[src/rtl/query_enum_pkg.sv]
// Shared types and width helpers for the query enumerator and its predicate.
package query_enum_pkg;

  // Sweep controller states.
  typedef enum logic [1:0] {
    IDLE  = 2'd0,
    SCAN  = 2'd1,
    DRAIN = 2'd2,
    DONE  = 2'd3
  } state_t;

  // Default operand width and the widths derived from it.
  localparam int Q_WIDTH = 3;
  localparam int Q_IDX_W = 2 * Q_WIDTH;      // {b, a} index
  localparam int Q_CNT_W = 2 * Q_WIDTH + 1;  // can hold 2^(2W) solutions

  // One solution record at the default width.
  typedef struct packed {
    logic [Q_WIDTH-1:0] a;
    logic [Q_WIDTH-1:0] b;
  } solution_t;

  // Index register width for an arbitrary operand width.
  function automatic int idx_width(input int w);
    return 2 * w;
  endfunction

  // Solution counter width: one extra bit so every pair may be a solution.
  function automatic int cnt_width(input int w);
    return 2 * w + 1;
  endfunction

endpackage

[src/rtl/query_enumerator_fours_check.sv]
// Combinational "fours" predicate: (a+b) mod 2^W == T and (a*b) mod 2^W == T.
// Kept as its own block so another query predicate can be dropped in.
module fours_check #(
  parameter int WIDTH  = 3,
  parameter int TARGET = 4
) (
  input  logic [WIDTH-1:0] i_a,
  input  logic [WIDTH-1:0] i_b,
  output logic             o_ok
);

  // Target truncated to the operand width, matching the modular arithmetic.
  localparam logic [WIDTH-1:0] TGT = WIDTH'(TARGET);

  logic [WIDTH-1:0] w_sum;
  logic [WIDTH-1:0] w_prod;

  // Both results are sized to WIDTH, so the carry / high product bits drop off.
  assign w_sum  = i_a + i_b;
  assign w_prod = i_a * i_b;
  assign o_ok   = (w_sum == TGT) && (w_prod == TGT);

endmodule

[src/rtl/query_enumerator.sv]
// Brute-force sweep of every (A, B) pair through the query predicate.
// Satisfying pairs are queued in a small FIFO and streamed out over
// valid/ready. When the FIFO is full the sweep stalls on the matching index.
module query_enumerator
  import query_enum_pkg::*;
#(
  parameter int WIDTH      = Q_WIDTH,
  parameter int TARGET     = 4,
  parameter int FIFO_DEPTH = 4
) (
  input  logic               clk,
  input  logic               rst_n,
  input  logic               start,
  output logic               busy,
  output logic               done,
  output logic               sol_valid,
  input  logic               sol_ready,
  output logic [WIDTH-1:0]   sol_a,
  output logic [WIDTH-1:0]   sol_b,
  output logic [2*WIDTH:0]   sol_count
);

  localparam int IDX_W = idx_width(WIDTH);
  localparam int CNT_W = cnt_width(WIDTH);
  localparam int PTR_W = (FIFO_DEPTH > 1) ? $clog2(FIFO_DEPTH) : 1;
  localparam int OCC_W = $clog2(FIFO_DEPTH + 1);

  localparam logic [OCC_W-1:0] OCC_FULL = OCC_W'(FIFO_DEPTH);
  localparam logic [PTR_W-1:0] PTR_LAST = PTR_W'(FIFO_DEPTH - 1);

  // FIFO entry at this instance's operand width.
  typedef struct packed {
    logic [WIDTH-1:0] a;
    logic [WIDTH-1:0] b;
  } entry_t;

  // ---------------------------------------------------------------------
  // State
  // ---------------------------------------------------------------------
  state_t           r_state;
  logic [IDX_W-1:0] r_index;
  logic [CNT_W-1:0] r_count;
  logic             r_busy;
  logic             r_done;

  entry_t           r_mem [FIFO_DEPTH];
  logic [PTR_W-1:0] r_wr_ptr;
  logic [PTR_W-1:0] r_rd_ptr;
  logic [OCC_W-1:0] r_occ;

  // ---------------------------------------------------------------------
  // Combinational control
  // ---------------------------------------------------------------------
  logic [WIDTH-1:0] w_a;
  logic [WIDTH-1:0] w_b;
  logic             w_ok;
  logic             w_scan;
  logic             w_full;
  logic             w_empty;
  logic             w_push;
  logic             w_pop;
  logic             w_advance;
  logic             w_last;
  entry_t           w_head;

  // a is the inner loop (low bits), b the outer loop (high bits).
  assign w_a = r_index[WIDTH-1:0];
  assign w_b = r_index[IDX_W-1:WIDTH];

  fours_check #(
    .WIDTH  (WIDTH),
    .TARGET (TARGET)
  ) u_check (
    .i_a  (w_a),
    .i_b  (w_b),
    .o_ok (w_ok)
  );

  assign w_scan  = (r_state == SCAN);
  assign w_empty = (r_occ == '0);
  // Registered occupancy only: a pop this cycle does not make room for a
  // push this cycle, which keeps the full flag off the ready path.
  assign w_full  = (r_occ == OCC_FULL);
  assign w_push  = w_scan && w_ok && !w_full;
  // A match that cannot be queued holds the index and retries next cycle.
  assign w_advance = w_scan && (!w_ok || !w_full);
  assign w_last  = &r_index;
  assign w_pop   = sol_valid && sol_ready;

  // Circular pointer step that also works for non-power-of-two pointer ranges.
  function automatic logic [PTR_W-1:0] ptr_inc(input logic [PTR_W-1:0] p);
    return (p == PTR_LAST) ? '0 : p + 1'b1;
  endfunction

  // ---------------------------------------------------------------------
  // Sweep controller
  // ---------------------------------------------------------------------
  // Walks the index through SCAN, waits out the FIFO in DRAIN, parks in DONE.
  always_ff @(posedge clk or negedge rst_n) begin
    if (!rst_n) begin
      r_state <= IDLE;
      r_index <= '0;
      r_count <= '0;
      r_busy  <= 1'b0;
      r_done  <= 1'b0;
    end else begin
      case (r_state)
        IDLE, DONE: begin
          if (start) begin
            r_state <= SCAN;
            r_index <= '0;
            r_count <= '0;
            r_busy  <= 1'b1;
            r_done  <= 1'b0;
          end
        end
        SCAN: begin
          if (w_push) begin
            r_count <= r_count + 1'b1;
          end
          if (w_advance) begin
            // The index wraps to zero on the last step but is not evaluated again.
            r_index <= r_index + 1'b1;
            if (w_last) begin
              r_state <= DRAIN;
            end
          end
        end
        DRAIN: begin
          if (w_empty) begin
            r_state <= DONE;
            r_busy  <= 1'b0;
            r_done  <= 1'b1;
          end
        end
        default: begin
          r_state <= IDLE;
          r_busy  <= 1'b0;
          r_done  <= 1'b0;
        end
      endcase
    end
  end

  // ---------------------------------------------------------------------
  // Solution FIFO
  // ---------------------------------------------------------------------
  // Pointer and occupancy bookkeeping; reset discards any queued solutions.
  always_ff @(posedge clk or negedge rst_n) begin
    if (!rst_n) begin
      r_wr_ptr <= '0;
      r_rd_ptr <= '0;
      r_occ    <= '0;
    end else begin
      if (w_push) begin
        r_wr_ptr <= ptr_inc(r_wr_ptr);
      end
      if (w_pop) begin
        r_rd_ptr <= ptr_inc(r_rd_ptr);
      end
      case ({w_push, w_pop})
        2'b10:   r_occ <= r_occ + 1'b1;
        2'b01:   r_occ <= r_occ - 1'b1;
        default: r_occ <= r_occ;
      endcase
    end
  end

  // Storage array; no reset so it can map onto distributed/block memory.
  always_ff @(posedge clk) begin
    if (w_push) begin
      r_mem[r_wr_ptr] <= {w_a, w_b};
    end
  end

  // ---------------------------------------------------------------------
  // Outputs
  // ---------------------------------------------------------------------
  assign w_head    = r_mem[r_rd_ptr];
  assign sol_valid = !w_empty;
  // Head data is forced to zero while nothing is queued, so reset shows zeros.
  assign sol_a     = sol_valid ? w_head.a : '0;
  assign sol_b     = sol_valid ? w_head.b : '0;
  assign sol_count = r_count;
  assign busy      = r_busy;
  assign done      = r_done;

endmodule
[config.mk]
export PLATFORM = sky130hd
export DESIGN_NAME = query_enumerator
export DESIGN_NICKNAME = d
export VERILOG_FILES = /design/src/rtl/query_enum_pkg.sv /design/src/rtl/query_enumerator_fours_check.sv /design/src/rtl/query_enumerator.sv
export SDC_FILE = /design/constraint.sdc
export NUM_CORES = 1
export LEC_CHECK = 0
export BUFFER_PORTS_ARGS = -buffer_cell sky130_fd_sc_hd__buf_4
export CORE_MARGIN = 2
export CORE_UTILIZATION = 54
export DETAILED_ROUTE_END_ITERATION = 16
export PLACE_DENSITY = 0.78
export SYNTH_ARGS = -nofsm -noshare
export SYNTH_HDL_FRONTEND = slang
export SYNTH_SLANG_ARGS = --single-unit
[constraint.sdc]
create_clock -name clk -period 3.1 [get_ports clk]
set_input_delay 0.155 -clock clk [delete_from_list [all_inputs] [get_ports clk]]
set_output_delay 0.155 -clock clk [all_outputs]
set_load 0.01 [all_outputs]
==> Implementation_results.wiki <==
{| class="wikitable"
! Metric !! Value
|-
| Run status || complete, no violations
|-
| Proportion of synthesized chip area in sequential cells || ~51%
|-
| Die Outline Area || 0.00533 mm²
|-
| Cell area power density || around 770 mW/mm²
|-
| Pre-Repair DR Iteration Count || 4
|-
| Final-report hold violation count || 0
|-
| Top-area cell type share of the netlist area || 28.0%
|-
| Setup TNS Final || 0 ns
|-
| Async SR Flop Fraction || 50.0%
|-
| Reg-to-reg endpoint || r_occ[2]
|-
| Number of nets produced by synthesis || 234
|-
| Power spent charging and discharging nets || between 0.8 and 0.9 mW
|-
| Final setup viols || 0
|-
| Standard-cell rows || 25
|-
| Final critical path time including I/O delays and setup || 2.75 ns
|-
| Internal Pwr Total || 1.37 mW
|-
| CTS Hold Buffers Added || 1
|-
| Critical setup path kind || reg2reg
|-
| Worst Reg-to-Reg Cells || 12
|-
| Synth unique cells || between 50 and 60
|-
| Routed via count divided by cell count || 5.64
|-
| Share of the clock period used by the worst path after layout || 88.8%
|-
| Final GP Congestion || roughly 0.87
|-
| Arrival time reported for the critical path endpoint || 2.94 ns
|-
| Largest area contributor in the synthesized netlist || sky130_fd_sc_hd__edfxtp_1
|-
| Antenna violations before repair || 0
|-
| Fraction of final layout cells sized beyond drive strength 1 || 18.9%
|-
| Hold Crit Class || in2reg
|-
| Routed vias || about 1600
|-
| Per-instance average area after synthesis || approximately 12 µm²
|-
| Number of top-level pins || 20
|-
| Slew at the pin closest to its max-slew limit || 0.476 ns
|-
| Synth Flop Type || sky130_fd_sc_hd__edfxtp_1
|-
| Hold Path Origin || start
|-
| Slack of the worst reg-to-reg path || roughly 0.35 ns
|-
| Worst Skew || 0.00523 ns
|-
| Number of nets in the layout || 257
|-
| Final wirelength || 4680 µm
|-
| Unrepaired setup endpoints after global routing || false
|-
| Pins Over Slew Limit || 0
|-
| Initial Util || 55.2%
|-
| Antenna cells || 0
|-
| Detailed placer's ending HPWL || 3440 µm
|-
| Clock transition at the registers of the reported paths || 0.09 ns
|-
| Die Y || about 73 µm
|-
| GRT Total Usage || about 20%
|-
| Dominant cells by area after synthesis || sky130_fd_sc_hd__edfxtp_1, sky130_fd_sc_hd__dfrtp_1, sky130_fd_sc_hd__ha_1
|-
| Synthesis-stage register bit count || 48
|-
| Clock Tree Root || sky130_fd_sc_hd__clkbuf_8
|-
| Worst hold endpoint || sol_count[1]
|-
| Yosys warning total || 0
|-
| Clock tree from TritonCTS || built
|-
| Fmax || ~360 MHz
|-
| Worst hold path depth || 3
|-
| Clock Sinks || 48
|-
| Max Cap Violations || 0
|-
| Switching portion of total power || 37.8%
|-
| Count of port buffers added during placement || 19
|-
| 1st-iter DRT viols || 78
|-
| Number of buffers inserted by post-CTS setup repair || 0
|-
| Via count of the first global-routing pass || 1707
|-
| Largest net degree at the start of global routing || 25
|-
| Endpoint kind of the worst setup timing path || flip-flop
|-
| Highest fanout seen on the critical path || 10
|-
| Number of clock buffers inserted by TritonCTS || 5
|-
| Relative max-transition margin || approximately 68%
|-
| Fraction of power consumed by combinational cells || 41.3%
|-
| EDFF count, synth || 24
|-
| Final routed DRC violation total || 0
|-
| FF-to-FF Start || r_index[4]
|-
| DIE WIDTH || between 70 and 80 µm
|-
| Sequential fraction of design power || 42.1%
|-
| Number of fillers in the final layout || between 300 and 400
|-
| Global-route wire length before repair || slightly below 8000 µm
|-
| Core area || 0.00466 mm²
|-
| Antenna-violating nets left || 0
|-
| Area growth syn-to-layout || 11.7%
|-
| Post-Syn Area || 0.00257 mm²
|-
| Wire per inst || ~16 µm
|-
| CTS resizes || 0
|-
| Total gr overflow || 0
|-
| Critical path required time || ~3.3 ns
|-
| Clock latency of the later-clocked register in the worst-skew pair || 0.30 ns
|-
| Clk pwr share || between 10% and 20%
|-
| Worst Hold Slack || approximately 0.21 ns
|-
| Element type at the critical path start || flip-flop
|-
| Clock buffer depth || 2
|-
| Leakage power figure || 1.26 nW
|-
| Highest ir drop seen on vdd || around 0.36 mV
|-
| Level count of the clock H-tree || 2
|-
| Syn Inst Count || 214
|}
cell usage after synthesis, types with 4 or more instances:
| cell | count |
|---|---|
| sky130_fd_sc_hd__clkbuf_1 | 4 |
| sky130_fd_sc_hd__edfxtp_1 | 24 |
| sky130_fd_sc_hd__nand4_1 | 4 |
| sky130_fd_sc_hd__nand2b_1 | 5 |
| sky130_fd_sc_hd__dfrtp_1 | 24 |
| sky130_fd_sc_hd__o21ai_0 | 6 |
| sky130_fd_sc_hd__and2_1 | 13 |
| sky130_fd_sc_hd__nor2_1 | 9 |
| sky130_fd_sc_hd__a21oi_1 | 4 |
| sky130_fd_sc_hd__nand3_1 | 8 |
| sky130_fd_sc_hd__nand2_1 | 19 |
| sky130_fd_sc_hd__mux2i_1 | 6 |
| sky130_fd_sc_hd__inv_1 | 18 |
| sky130_fd_sc_hd__mux4_2 | 6 |
| sky130_fd_sc_hd__nor3_1 | 6 |
| sky130_fd_sc_hd__ha_1 | 14 |
cells by family (layout without fill, tap and decap cells):
group,after synthesis,count (layout),synth area share (%)
multiplexers,13,13,8.03
flip-flops,48,48,51.4
AND/OR/NAND/NOR,82,82,18.5
XOR/XNOR,6,6,3.21
adder cells (fa/ha/maj),16,16,8.37
AO/OA/AOI/OAI,24,24,6.72
buffers and inverters,25,49,3.75
worst max path at each step:
stage | end | start | cells past startpoint | slack (ns)
floorplan | r_occ[2] | r_index[0] | 13 | 0.18
global placement | r_occ[2] | r_index[4] | 12 | 0.40
detailed placement | r_occ[2] | r_index[4] | 12 | 0.34
CTS | r_occ[2] | r_index[4] | 12 | 0.32
global route | r_occ[2] | r_index[4] | 12 | 0.07
finish | r_occ[2] | r_index[4] | 12 | 0.35
through the flow:
stage / util, % / area (µm²) / instances / setup WS [ns] / power, mW
after floorplan: - / 2570 / 214 / 0.183 / 1.56
after global placement: 59.5 / 2780 / 283 / 0.400 / 1.82
after detailed placement: 59.5 / 2780 / 283 / 0.343 / 1.85
after CTS: 61.6 / 2870 / 292 / 0.319 / 2.22
after global routing: 61.6 / 2870 / 292 / 0.0715 / 2.35
final: 61.6 / 2870 / 292 / 0.348 / 2.20
flip-flops by register name, summed over array words and instances, names as in the netlist:
name,cells
done,1
r_mem,24
r_state,2
sol_count,7
r_wr_ptr,2
r_rd_ptr,2
busy,1
r_occ,3
r_index,6
layout make-up:
cell class                      instances  area (µm²)  area share, %
Inverter                               18        67.6           2.35
Sequential cell                        48        1320           46.0
Multi-Input combinational cell        141        1150           40.2
Clock inverter                          3        18.8          0.653
Tap cell                               54        67.6           2.35
Clock buffer                            5        68.8           2.40
Timing Repair Buffer                   23         175           6.10
per-layer routing:
layer,routed length (µm),global-route usage (%)
met1,2050,25.3
met2,2380,33.9
met3,169,2.90
met4,77,7.41
met5,0,0
worst max-delay path, cell delays in order, from the launching register on:
cell,delay [ns]
sky130_fd_sc_hd__dfrtp_1,0.48
sky130_fd_sc_hd__and2_1,0.20
sky130_fd_sc_hd__ha_1,0.21
sky130_fd_sc_hd__xnor2_1,0.15
sky130_fd_sc_hd__xnor3_2,0.55
sky130_fd_sc_hd__nor3_4,0.20
sky130_fd_sc_hd__inv_1,0.06
sky130_fd_sc_hd__ha_1,0.21
sky130_fd_sc_hd__inv_1,0.07
sky130_fd_sc_hd__fa_1,0.17
sky130_fd_sc_hd__xor2_1,0.15
sky130_fd_sc_hd__nor2_1,0.06
sky130_fd_sc_hd__xor2_1,0.14
layout by cell type (no fill, tap or decap), types with 2 or more instances in the layout:
cell type and instances:
sky130_fd_sc_hd__o22a_1 2, sky130_fd_sc_hd__nand3_1 8, sky130_fd_sc_hd__a21oi_1 4, sky130_fd_sc_hd__and3_1 2, sky130_fd_sc_hd__edfxtp_1 24, sky130_fd_sc_hd__dfrtp_1 24, sky130_fd_sc_hd__mux2i_1 6, sky130_fd_sc_hd__nand4_1 4
sky130_fd_sc_hd__nor3_1 6, sky130_fd_sc_hd__nor2_1 9, sky130_fd_sc_hd__mux4_2 6, sky130_fd_sc_hd__fa_1 2, sky130_fd_sc_hd__and2_1 13, sky130_fd_sc_hd__nand2_1 19, sky130_fd_sc_hd__a22o_1 2, sky130_fd_sc_hd__o21ai_0 6
sky130_fd_sc_hd__xnor2_1 2, sky130_fd_sc_hd__clkinvlp_4 2, sky130_fd_sc_hd__xor2_1 2, sky130_fd_sc_hd__nor4_1 2, sky130_fd_sc_hd__clkbuf_8 5, sky130_fd_sc_hd__a21o_1 2, sky130_fd_sc_hd__buf_4 22, sky130_fd_sc_hd__inv_1 18
sky130_fd_sc_hd__ha_1 14, sky130_fd_sc_hd__nand2b_1 5
power by group through the flow:
stage | logic, mW | clock network (mW) | registers (mW)
global route | 1.01 | 0.395 | 0.949
CTS | 0.916 | 0.378 | 0.929
finish | 0.910 | 0.366 | 0.927
detailed placement | 0.910 | 0 | 0.943
floorplan | 0.680 | 0 | 0.885
global placement | 0.887 | 0 | 0.936
Note: power is estimated with default switching activity, not from simulation.
